`src/rtl/reload_dc_pkg.sv`:
```
// Shared types and default sizes for the reload down-counter.
// The wrap counter is built only when RELOAD_DC_WRAPCNT_EN is defined.
package reload_dc_pkg;

  localparam int DEF_WIDTH = 4;
  localparam int DEF_WRAPW = 8;

  typedef enum logic [1:0] {
    IDLE,
    RUN,
    DONE
  } state_e;

endpackage

```
`src/rtl/sat_counter.sv`:
```
// Saturating up-counter with clear; clear wins over inc.
// Used for the reload wrap count when RELOAD_DC_WRAPCNT_EN is defined.
module sat_counter #(
  parameter int WRAPW = 8
) (
  input  logic             clk,
  input  logic             rst,
  input  logic             clear,
  input  logic             inc,
  output logic [WRAPW-1:0] count
);

  logic [WRAPW-1:0] count_q;
  logic [WRAPW-1:0] count_d;

  always_comb begin
    count_d = count_q;
    if (clear) begin
      count_d = '0;
    end else if (inc && (count_q != '1)) begin
      count_d = count_q + WRAPW'(1);
    end
  end

  always_ff @(posedge clk) begin
    if (rst) begin
      count_q <= '0;
    end else begin
      count_q <= count_d;
    end
  end

  assign count = count_q;

endmodule

```
`src/rtl/reload_down_counter.sv`:
```
// Presettable down-counter with one-shot / periodic reload and tc pulse.
// Define RELOAD_DC_WRAPCNT_EN to build the saturating wrap counter.
module reload_down_counter
  import reload_dc_pkg::*;
#(
  parameter int WIDTH = DEF_WIDTH,
  parameter int WRAPW = DEF_WRAPW
) (
  input  logic             clock,
  input  logic             reset,
  input  logic             load,
  input  logic [WIDTH-1:0] preset,
  input  logic             enable,
  input  logic             auto_reload,
  output logic [WIDTH-1:0] Q,
  output logic             tc,
  output logic             busy,
  output logic [WRAPW-1:0] wrap_count
);

  localparam logic [WIDTH-1:0] ONE = WIDTH'(1);

  state_e           state_q, state_d;
  logic [WIDTH-1:0] q_q, q_d;
  logic [WIDTH-1:0] reload_q, reload_d;
  logic             tc_q, tc_d;
  logic             busy_q, busy_d;

  always_comb begin
    state_d  = state_q;
    q_d      = q_q;
    reload_d = reload_q;
    tc_d     = 1'b0;
    if (load) begin
      reload_d = preset;
      q_d      = preset;
      state_d  = (preset != '0) ? RUN : IDLE;
    end else if ((state_q == RUN) && enable) begin
      unique case (1'b1)
        (q_q > ONE): q_d = q_q - ONE;
        (q_q == ONE): begin
          q_d  = '0;
          tc_d = 1'b1;
        end
        default: begin
          // reload from the captured value, never live preset
          if (auto_reload) begin
            q_d = reload_q;
          end else begin
            state_d = DONE;
          end
        end
      endcase
    end
    busy_d = (state_d == RUN);
  end

  always_ff @(posedge clock) begin
    if (reset) begin
      state_q  <= IDLE;
      q_q      <= '0;
      reload_q <= '0;
      tc_q     <= 1'b0;
      busy_q   <= 1'b0;
    end else begin
      state_q  <= state_d;
      q_q      <= q_d;
      reload_q <= reload_d;
      tc_q     <= tc_d;
      busy_q   <= busy_d;
    end
  end

  assign Q    = q_q;
  assign tc   = tc_q;
  assign busy = busy_q;

`ifdef RELOAD_DC_WRAPCNT_EN
  logic wrap_inc;

  assign wrap_inc = !load && (state_q == RUN) && enable &&
                    (q_q == '0) && auto_reload;

  sat_counter #(
    .WRAPW(WRAPW)
  ) u_wrap (
    .clk  (clock),
    .rst  (reset),
    .clear(load),
    .inc  (wrap_inc),
    .count(wrap_count)
  );
`else
  assign wrap_count = '0;
`endif

endmodule
```
`config.mk`:
```
export PLATFORM = sky130hd
export DESIGN_NAME = reload_down_counter
export DESIGN_NICKNAME = d
export VERILOG_FILES = /design/src/rtl/reload_dc_pkg.sv /design/src/rtl/sat_counter.sv /design/src/rtl/reload_down_counter.sv
export SDC_FILE = /design/constraint.sdc
export NUM_CORES = 1
export LEC_CHECK = 0
export CAP_MARGIN = 20
export CORE_MARGIN = 2
export CORE_UTILIZATION = 44
export DETAILED_ROUTE_END_ITERATION = 8
export MAX_ROUTING_LAYER = met4
export PLACE_DENSITY_LB_ADDON = 0.08
export SYNTH_ARGS = -nofsm -noshare
export SYNTH_HDL_FRONTEND = slang
export SYNTH_SLANG_ARGS = --single-unit
```
`constraint.sdc`:
```
create_clock -name clock -period 1.85 [get_ports clock]
set_input_delay 0.185 -clock clock [delete_from_list [all_inputs] [get_ports clock]]
set_output_delay 0.185 -clock clock [all_outputs]
set_load 0.02 [all_outputs]
```
Yosys cells after proc, flatten, opt, wreduce, memory -nomap -nowiden

Cells that the tools add are included.

Bits in registers: 12
Bits in latches: 0
RAM bits: 0
ROM bits: 0
Input bits: 9
Output and inout port bits: 14
Word-level logic and storage cells: 28
Memories: 0

Add/sub/neg operators: 1
$mul: 0
Div/mod/pow operators: 0
Magnitude comparators: 1
Equality and inequality tests: 3
Shifts and indexed selects: 0
Muxes and demuxes: 10
Bitwise operators: 1
Reduce and logical (&&, ||, !) cells: 7

Operators by type and width:

| kind                                                           | count |
|---|---|
| two-way mux 4 bit                                              | 3 |
| two-way mux 2 bit                                              | 4 |
| one-hot mux 4 bit (2 select lines)                             | 1 |
| nonzero test 4 bit                                             | 2 |
| == test 2 x 1 -> 1 bit (second input constant)                 | 2 |
| == test 4 x 1 -> 1 bit (second input constant)                 | 1 |
| greater-than comparator 4 x 1 -> 1 bit (second input constant) | 1 |
| subtractor 4 x 1 -> 4 bit (second input constant)              | 1 |
| OR reduction 3 bit                                             | 1 |
| two-way mux 1 bit                                              | 2 |
| AND reduction 2 bit                                            | 1 |
| nonzero test 2 bit                                             | 1 |
| OR reduction 2 bit                                             | 1 |
| logical AND 1 bit                                              | 1 |
| NOT 1 bit                                                      | 1 |

Logic depth before layout (Yosys ltp)

Gate-level depths: netlist (run 1).

Depth in word-level cells: 6
Mapped depth: 6
Depth with buffers taken out: 6

Least setup slack after synthesis (run 1)

Ideal clock, no wire load.

Kind: register to register
From: register q_q[1] (netlist: Q[1])
To: register busy_q (netlist: busy)
Library setup time: 115 ps
Arrival time: 1,633 ps
Data required time: 1,735 ps
Slack: 102 ps
Stages on the path, launching flop included: 7
Path buffers: 0
Period minus slack after synthesis: 1,748 ps
Cell sequence: dfxtp_1 -> inv_1 -> ha_1 -> or4b_4 -> nor3_2 -> a211oi_1 -> and2_1

Cells in the longest elaborated chain, start to end: 6
Elaborated cells on any way between the ends: 7
Those cells by class: 1 x order compare; 2 x eq/ne; 3 x mux; 1 x reduce/logical

RTL lines:

| element                                                                                 | RTL line                                             | source |
|---|---|---|
| from (decl)                                                                             | reload_down_counter.sv:24                            | `logic [WIDTH-1:0] q_q, q_d;` |
| from (signal assigned)                                                                  | reload_down_counter.sv:67                            | `q_q <= q_d;` |
| greater-than comparator 4 x 1 -> 1 bit / == test 4 x 1 -> 1 bit (equally long branches) | reload_down_counter.sv:40, reload_down_counter.sv:41 |  |
| OR reduction 2 bit (no line) (*)                                                        | n/a                                                  |  |
| two-way mux 2 bit (*)                                                                   | reload_down_counter.sv:39                            | `unique case (1'b1)` |
| two-way mux 2 bit (*)                                                                   | reload_down_counter.sv:38                            | `end else if ((state_q == RUN) && enable) begin` |
| two-way mux 2 bit (*)                                                                   | reload_down_counter.sv:34                            | `if (load) begin` |
| == test 2 x 1 -> 1 bit (*)                                                              | reload_down_counter.sv:55                            | `busy_d = (state_d == RUN);` |
| to (signal assigned)                                                                    | reload_down_counter.sv:70                            | `busy_q <= busy_d;` |
| to (decl)                                                                               | reload_down_counter.sv:27                            | `logic busy_q, busy_d;` |

Every way passes the cells marked *; elsewhere a longest branch is shown, timed or not.
A chain may end at the register's enable or synchronous reset.

Final worst setup path (run 1)

Same ends and word-level chain as after synthesis.

==> run summary, run 1 <==
The count of cells along the worst hold path came out at 2. For the maximum buffer depth of the clock tree, the log shows 2. The tools report the kind of start point of the critical path as a flop. The run gives 0.002403 ns as the final setup skew. The cell area that synthesis handed to floorplanning was 723.2 µm².

The master of the slowest instance on the critical path is sky130_fd_sc_hd__or4b_4. Counting the buffers created by CTS gives 3. The worst-case IR drop observed on VDD is 0.4608 mV. Wires add up to 1413 µm. The worst setup path is captured at a flop. CTS saw 12 sinks. For the worst setup path, the data required time is 2.03 ns. Biggest area consumer among synthesized cells: sky130_fd_sc_hd__dfxtp_1. The floorplan step set the die width to 44.54 µm.

Walking the worst path, the cells encountered are inv_1 > ha_1 > or4b_4 > nor3_2 > a211oi_1 > and2_1. For the number of optimization iterations in the first detailed-route pass, the log shows 4. After synthesis, the share of cell area in mux cells is 5.536%. The routed layout has 632 vias. Setup violations remaining at the end of the flow were counted as 0. Summing the areas of all fa, ha and maj instances in the mapped netlist gives 3.460% of the synthesized area. In this run the vertical extent of the chip is 44.54 µm. The area fraction in compound gates after synthesis works out to 17.47%. TritonCTS built the clock tree. The number of endpoints with negative hold slack in the final report was 0. The filler cell count in the final layout is 146. The number of antenna violations at the first check in global routing was 0; the area of the die was 1984 µm². The dominant combinational cell family by area after synthesis was simple AND/OR/NAND/NOR gates. The share of synthesized area in the top cell type comes to 33.22%. The run gives 1 as the total number of H-tree levels. The share of the clock period used by the worst path is 93.00%, and the hold slack is 0.4863 ns.

Measured in cells, the most critical reg-to-reg path has a length of 6. The max-cap check violation count came out at 0. Setup repair after global routing left no endpoint under its margin. The post-detailed-route wirelength per cell was 12.08 µm; the part of the Yosys area used for sequential elements was 33.22%. The count of non-filler cells in the finished layout is 117. By area the synthesized netlist is led by sky130_fd_sc_hd__dfxtp_1 33%, sky130_fd_sc_hd__buf_4 8.3%, sky130_fd_sc_hd__nor2_1 5.7%. The logs give 0.28 ns for the insertion delay to the later sink of the worst-skew pair and 113 for the total placed cells including tap cells. After detailed routing, the number of remaining DRC violations is 0. Of all nets on the critical path, the largest fanout is 6.

After clock tree synthesis, the clock-pin slew on the worst setup and hold paths is 0.07 ns. Most used standard cell by instance count after synthesis: sky130_fd_sc_hd__dfxtp_1. Subtracting the final worst setup slack from the clock period gives 1.721 ns.

The logs give 23 for the I/O pin count and 0 for the count of pins over their slew limit. STA puts the critical path data arrival time at 1.90 ns. For the final routed database, the setup TNS stands at 0 ns. Number of distinct library cell variants in the gate-level netlist after synthesis: 32. The tools report the cell count after synthesis as 83. In this run the clock root is driven by a sky130_fd_sc_hd__clkbuf_4. Across every metal layer, demand over resource in global routing totals 17.67%. The flow ran to the end, and the final reports show no timing, DRC or antenna violations. The final design utilization is 59.44%, and the routed via count divided by cell count is 5.402. Of the total synthesized cell area, the portion taken by XOR and XNOR cells is 0%. Once the floorplan was initialized, standard cells occupied 47.45% of the core. The number of warnings issued by yosys was 0. The proportion of synthesized flip-flops having asynchronous set or reset is 0%. The total of flip-flops plus latches after synthesis was 12; the placed wire-length estimate was 1093 µm. The number of DRC markers in iteration 0 came out at 8.

Category of the critical setup timing path: flop to flop. The type of the worst min-delay path was flop to flop. The first global-routing pass estimated 2470 µm of wire. Of the total synthesized cell area, the portion taken by AND, OR, NAND and NOR gates is 27.16%.

In this design, the stage delay of the slowest critical-path cell is 0.52 ns. For this run the aggregate overflow at the end of global routing stands at 0. Input and output buffers added on the ports amount to 14. The repair_antennas step left the layout with diodes totalling 0. At the end of routability-driven placement, the weighted congestion stood at 0.8213. Of the cells placed in the final design, the portion with a size suffix greater than 1 is 13.86%.

Relative to the synthesized area, the layout overhead comes to 25.26%. The highest achievable clock rate was 0.5812 GHz; the power per standard cell area was 765.8 nW/µm². Dividing the synthesized area by the synthesized cell count gives 8.713 µm². The logs give 1524 µm² for the floorplan core area and 13 for the maximum number of pins on one net before global-route repair. After floorplanning, the core was divided into 14 placement rows. The most used flip-flop cell after synthesis is sky130_fd_sc_hd__dfxtp_1. The detail route stage leaves a number of antenna-violating nets equal to 0. Number of global-route vias before repair: 594. By count the netlist is led by 12 x sky130_fd_sc_hd__dfxtp_1, 11 x sky130_fd_sc_hd__nor2_1, 8 x sky130_fd_sc_hd__buf_4. At the end of the flow, the number of nets in the layout was 113.

The leakage power total came out at 0.3875 nW. The synthesized design contains 0 enable-type register cells.
[routing by layer]
metal	GRT usage [%]	share of wire, %	vias up	wire [µm]
met5	-	0	-	0
met3	2.449	5.1	7	72
met4	12.73	3.7	0	52
met1	20.25	47	282	661
li1	-	-	321	-
met2	27.83	44	22	627
[sequential cells by signal, summed over array words and instances (netlist names)]
name / flops
Q: 4
busy: 1
reload_q: 4
state_q: 2
tc: 1
[placed cells by master, fill, tap and decap left out, types with 2 or more instances in the layout]
| master | netlist | final |
|---|---|---|
| sky130_fd_sc_hd__a21oi_1 | 2 | 2 |
| sky130_fd_sc_hd__inv_1 | 6 | 6 |
| sky130_fd_sc_hd__a221oi_1 | 4 | 4 |
| sky130_fd_sc_hd__nor3_2 | 1 | 2 |
| sky130_fd_sc_hd__nand2_1 | 5 | 5 |
| sky130_fd_sc_hd__o21bai_1 | 2 | 2 |
| sky130_fd_sc_hd__ha_1 | 2 | 2 |
| sky130_fd_sc_hd__nand2b_1 | 3 | 3 |
| sky130_fd_sc_hd__dfxtp_1 | 12 | 11 |
| sky130_fd_sc_hd__clkbuf_4 | 0 | 3 |
| sky130_fd_sc_hd__conb_1 | 1 | 8 |
| sky130_fd_sc_hd__mux2i_1 | 4 | 4 |
| sky130_fd_sc_hd__buf_4 | 8 | 3 |
| sky130_fd_sc_hd__nor3_1 | 4 | 3 |
| sky130_fd_sc_hd__nor2_1 | 11 | 11 |
| sky130_fd_sc_hd__clkdlybuf4s50_1 | 0 | 14 |
[timing repair]
| action | in CTS | in global routing |
|---|---|---|
| setup buffers | 0 | 0 |
| hold buffers | 0 | 0 |
| endpoints found under the setup margin | 0 | 2 |
| gates resized for setup | 0 | 2 |
[final cells by class]
type	instances	area (µm²)	share of cell area (%)
clock buffers	4	36.28	4.006
inverters	6	22.52	2.486
multi-input cells	62	422.9	46.69
flip-flops and latches	12	241.5	26.66
well taps	16	20.02	2.210
repair buffers	17	162.7	17.96
[through the flow]
step	setup slack (ns)	instance area, µm²	power, W
floorplan	0.1024	749.5	0.0004330
CTS	0.1388	899.6	0.0007013
detailed placement	0.1522	863.3	0.0004870
finish	0.1295	905.9	0.0006937
global route	0.01188	905.9	0.0007348
global placement	0.1740	863.3	0.0004881
[kinds of logic (layout without fill, tap and decap cells)]
logic type / Yosys count / in the layout
AO/OA/AOI/OAI: 15 / 15
flip-flops: 12 / 12
AND/OR/NAND/NOR: 33 / 33
other: 1 / 8
buffers and inverters: 16 / 27
multiplexers: 4 / 4
adder cells (fa/ha/maj): 2 / 2
[where the power goes]
group,leakage (nW),switching (W),internal [W]
combinational,0.267,0.000101,0.0000882
clock,0.0210,0.0000908,0.000120
sequential,0.0994,0.0000176,0.000276
total,0.387,0.000209,0.000484
[critical path, delay by kind of cell (launching register included)]
kind	cells	cell delay, ns
DFF	1	0.38
and+or+nand+nor	3	0.85
buffers and inverters	1	0.08
AOI/OAI and AO/OA	1	0.08
adders and majority gates	1	0.24
[worst paths after layout]
| kind | start | to | slack (ns) |
|---|---|---|---|
| hold reg to reg | reload_q[1]$_SDFFE_PP0P_ | reload_q[1]$_SDFFE_PP0P_ | 0.49 |
| setup / recovery | Q[1]$_SDFFE_PP0P_ | busy$_SDFF_PP0_ | 0.13 |
| setup reg to reg | Q[1]$_SDFFE_PP0P_ | busy$_SDFF_PP0_ | 0.13 |
| hold / removal | reload_q[1]$_SDFFE_PP0P_ | reload_q[1]$_SDFFE_PP0P_ | 0.49 |
Power figures use the tool's default switching activity.
==> run 2, diff against run 1 <==
--- a/config.mk
+++ b/config.mk
@@ -11,6 +11,7 @@
 export DETAILED_ROUTE_END_ITERATION = 8
 export MAX_ROUTING_LAYER = met4
 export PLACE_DENSITY_LB_ADDON = 0.08
+export SLEW_MARGIN = 20
 export SYNTH_ARGS = -nofsm -noshare
 export SYNTH_HDL_FRONTEND = slang
 export SYNTH_SLANG_ARGS = --single-unit
==> results of run 2 <==
No change in the layout: final DEF, timing and power equal those of run 1.
==> RTL change 1: new RTL, config.mk and constraints of run 1 <==
`DEF_WIDTH`: 4 -> 3.
--- a/src/rtl/reload_dc_pkg.sv
+++ b/src/rtl/reload_dc_pkg.sv
@@ -4,3 +4,3 @@
 
-  localparam int DEF_WIDTH = 4;
+  localparam int DEF_WIDTH = 3;
   localparam int DEF_WRAPW = 8;
Interface: changed (resized Q and preset); port bits go from 23 to 21. No check against the original RTL was run, so the function may have changed too.
==> RTL change 1 against run 1 <==
- utilization is 2.4 points lower
- setup slack better by 0.080 ns
- power is 14% lower
- design area is 19% lower
- sequential cell count is 2 lower
- sequential power is 18% lower
- wire length is 23% lower
- synthesized area is 18% lower
- highest routed layer unchanged
==> RTL change 1: results (changes against run 1) <==
[status]
status=finished clean  ; unchanged

[finish]
seq_area_sq_um=200  ; was 241 sq um
clock_buffers=4  ; unchanged
buffer_area_share_pct=18.4  ; was 18.0%
buffers=14  ; was 17
clk_share_pct=4.95  ; was 4.01%
fillCellCount=128  ; was 146
final_net_count=93  ; was 113
multi_input_area_share_pct=44.7  ; was 46.7%
utilization_pct=57.1  ; was 59.4%
drive_above_1_share_pct=13.4  ; was 13.9%
nonClockInverterCount=4  ; was 6

[drt]
wl_per_cell_um=11.3  ; was 12.1 um
via_per_inst=4.95  ; was 5.40
wl_met3_um=62  ; was 72 um
wl_met1_um=555  ; was 661 um
wl_um=1090  ; was 1410 um
met2_length_um=463  ; was 627 um

[critical_path]
crit_fanout=8  ; was 6
crit_arrival_ns=1.81  ; was 1.90 ns
ff2ff_path_depth=5  ; was 6

[yosys]
synth_area_leaders=dfxtp_1 (34%), buf_4 (10%), nor2_1 (4.4%)  ; was dfxtp_1 (33%), buf_4 (8.3%), nor2_1 (5.7%)
synthDistinctLibCells=31  ; was 32
synth-seq-cells=10  ; was 12
synthTopCellsByCount=dfxtp_1 (10), buf_4 (8), nor2_1 (7)  ; was dfxtp_1 (12), nor2_1 (11), buf_4 (8)
syn_area_per_cell_sq_um=8.83  ; was 8.71 sq um
yosysSeqAreaShare_pct=33.8  ; was 33.2%

[placed_design]
place_congestion=0.714  ; was 0.821
portBuffers=12  ; was 14
dp_hpwl_um=849  ; was 1090 um
placed_cell_area_sq_um=697  ; was 863 sq um
post-place-ws_ns=0.231  ; was 0.152 ns

[power_and_ir_drop]
ir_drop_mv=0.471  ; was 0.461 mV
p_int_uw=423  ; was 484 uW
netSwitchingPower_uw=173  ; was 209 uW
comb_power_uw=153  ; was 189 uW
leakagePower_nw=0.314  ; was 0.387 nW
p_per_area_mw_per_mm2=813  ; was 766 mW/mm^2
p_seq_share_pct=40.7  ; was 42.4%

[grt]
use_met2_pct=21.8  ; was 27.8%
grtUsageTotal_pct=17.0  ; was 17.7%
met1_usage_pct=23.0  ; was 20.2%
grt_max_degree=15  ; was 13
grt_pass1_vias=398  ; was 594
grt_pass1_wl_um=1740  ; was 2470 um

[sta]
fin_skew_ns=0.00127  ; was 0.00240 ns

[worst_hold_path]
hold_path.class=reg -> reg  ; unchanged

RTL change 1: changes by cell type in the layout (fill, tap and decap cells not counted), sizes merged, moves of 3 or more:
cell	run 1	this run
nor2	11	7
nor3	5	2
a31oi	0	3
a221oi	4	1
RTL change 1: worst paths after layout:
path	from	to	slack [ns]
max	Q[0]	busy	0.21
min	reload_q[0]	reload_q[0]	0.49
max reg2reg	Q[0]	busy	0.21
min reg2reg	reload_q[0]	reload_q[0]	0.49
RTL change 1: cells by family after synthesis:
| logic type | count (synthesis) | synth area share (%) |
|---|---|---|
| AOI/OAI and AO/OA | 17 | 22.8 |
| muxes | 3 | 5.29 |
| other | 1 | 0.634 |
| adders and majority gates | 2 | 4.23 |
| buffers and inverters | 14 | 15.2 |
| DFF | 10 | 33.8 |
| and+or+nand+nor | 20 | 18.0 |
RTL change 1: worst max-delay path: stages (launching register included):
cell	delay, ns
dfxtp_1	0.38
ha_1	0.27
or4_4	0.45
nor2_1	0.15
a31oi_1	0.12
o21ba_1	0.17
==> RTL change 2: new RTL, config.mk and constraints of run 1 <==
Without the edit above. Take the reset off `q_q` and load it in a clocked block of its own.
--- a/src/rtl/reload_down_counter.sv
+++ b/src/rtl/reload_down_counter.sv
@@ -60,3 +60,2 @@
       state_q  <= IDLE;
-      q_q      <= '0;
       reload_q <= '0;
@@ -66,3 +65,2 @@
       state_q  <= state_d;
-      q_q      <= q_d;
       reload_q <= reload_d;
@@ -71,2 +69,6 @@
     end
+  end
+
+  always_ff @(posedge clock) begin
+    q_q <= q_d;
   end
Behaviour: not the same (Yosys sat finds a counterexample within 4 cycles, from zero or initial values and one cycle with reset high).
==> RTL change 2 against run 1 <==
- synthesized cell count down 12%
- sequential cell count unchanged
- wire length down 3.3%
- synthesized area down 4.8%
- setup slack better by 0.0022 ns
- design area down 6.5%
- power down 5.7%
- first-iteration DRC count up 63%
- largest power group unchanged
==> RTL change 2: results (changes against run 1) <==
[grt]
grt_pass1_wl_um=2160  ; was 2470 um
grtUsageTotal_pct=16.5  ; was 17.7%
grt_max_degree=12  ; was 13

[placed_design]
place_congestion=0.781  ; was 0.821
post-place-ws_ns=0.161  ; was 0.152 ns
dp_hpwl_um=1050  ; was 1090 um
numPlacedInstances=102  ; was 113

[yosys]
synth.area.mux_share_pct=4.36  ; was 5.54%
synthTopCellsByCount=buf_4 (8), dfxtp_1 (8), nor2_1 (8)  ; was dfxtp_1 (12), nor2_1 (11), buf_4 (8)
synthDistinctLibCells=28  ; was 32
synthCells=73  ; was 83
yosysSeqAreaShare_pct=40.7  ; was 33.2%
synth_area_leaders=dfxtp_1 (23%), edfxtp_1 (17%), buf_4 (8.7%)  ; was dfxtp_1 (33%), buf_4 (8.3%), nor2_1 (5.7%)
synth-edff-count=4  ; was 0

[sta]
fin_skew_ns=0.00443  ; was 0.00240 ns
timing.hold.ws_ns=0.488  ; was 0.486 ns

[drt]
wl_met3_um=80  ; was 72 um
wl_um=1370  ; was 1410 um
drtIter0Drc=13  ; was 8
wl_met1_um=666  ; was 661 um
met2_length_um=588  ; was 627 um
via_per_inst=5.22  ; was 5.40

[clock_network]
postCtsSetupBuffers=0  ; unchanged

[finish]
final_cell_count_no_fill=106  ; was 117
fillCellCount=139  ; was 146
drive_above_1_share_pct=10.0  ; was 13.9%

[worst_hold_path]
hold_path.class=reg -> reg  ; unchanged

[power_and_ir_drop]
ir_drop_mv=0.429  ; was 0.461 mV

[critical_path]
crit_arrival_ns=1.76  ; was 1.90 ns

[status]
status=finished clean  ; unchanged

-- RTL change 2: power breakdown --
part	switching (mW)	leakage, nW	internal (mW)
Combinational	0.0865	0.216	0.0765
Sequential	0.0225	0.106	0.295
Clock	0.0899	0.0150	0.0836
Total	0.199	0.337	0.455
-- RTL change 2: area by class of cell --
cell class | instances | area [sq um] | area share [%]
timing repair buffer | 16 | 155 | 18.3
multi-input combinational | 54 | 350 | 41.4
clock buffer | 4 | 26.3 | 3.10
inverter | 4 | 15.0 | 1.77
sequential | 12 | 280 | 33.1
tap | 16 | 20.0 | 2.36
-- RTL change 2: critical path, stage by stage (launching register included) --
cell and delay (ns):
edfxtp_1 0.48, ha_1 0.31, nand2b_1 0.22, nor4_1 0.20, o21ai_0 0.11, buf_4 0.16
-- RTL change 2: final timing paths --
kind	startpoint	to	cells after the start
setup / recovery	Q[0]	Q[2]	5
setup reg to reg	Q[0]	Q[2]	5
hold / removal	reload_q[2]	reload_q[2]	2
hold reg to reg	reload_q[2]	reload_q[2]	2
-- RTL change 2: per-stage QoR --
| step | power, mW | util (%) |
|---|---|---|
| global route | 0.687 | 56.9 |
| CTS | 0.660 | 56.9 |
| global placement | 0.485 | 55.1 |
| finish | 0.654 | 56.9 |
| floorplan | 0.433 | - |
| detailed placement | 0.486 | 55.1 |
-- RTL change 2: layer usage --
metal / GRT usage, % / vias to the layer above
li1: - / 285
met1: 22.3 / 240
met2: 22.4 / 23
met3: 2.50 / 5
met4: 10.9 / 0
met5: - / -
-- RTL change 2: logic make-up after synthesis --
kind of cell | count (synthesis)
and+or+nand+nor | 28
buffers and inverters | 14
AOI/OAI and AO/OA | 13
DFF | 12
muxes | 3
adders and majority gates | 2
other | 1
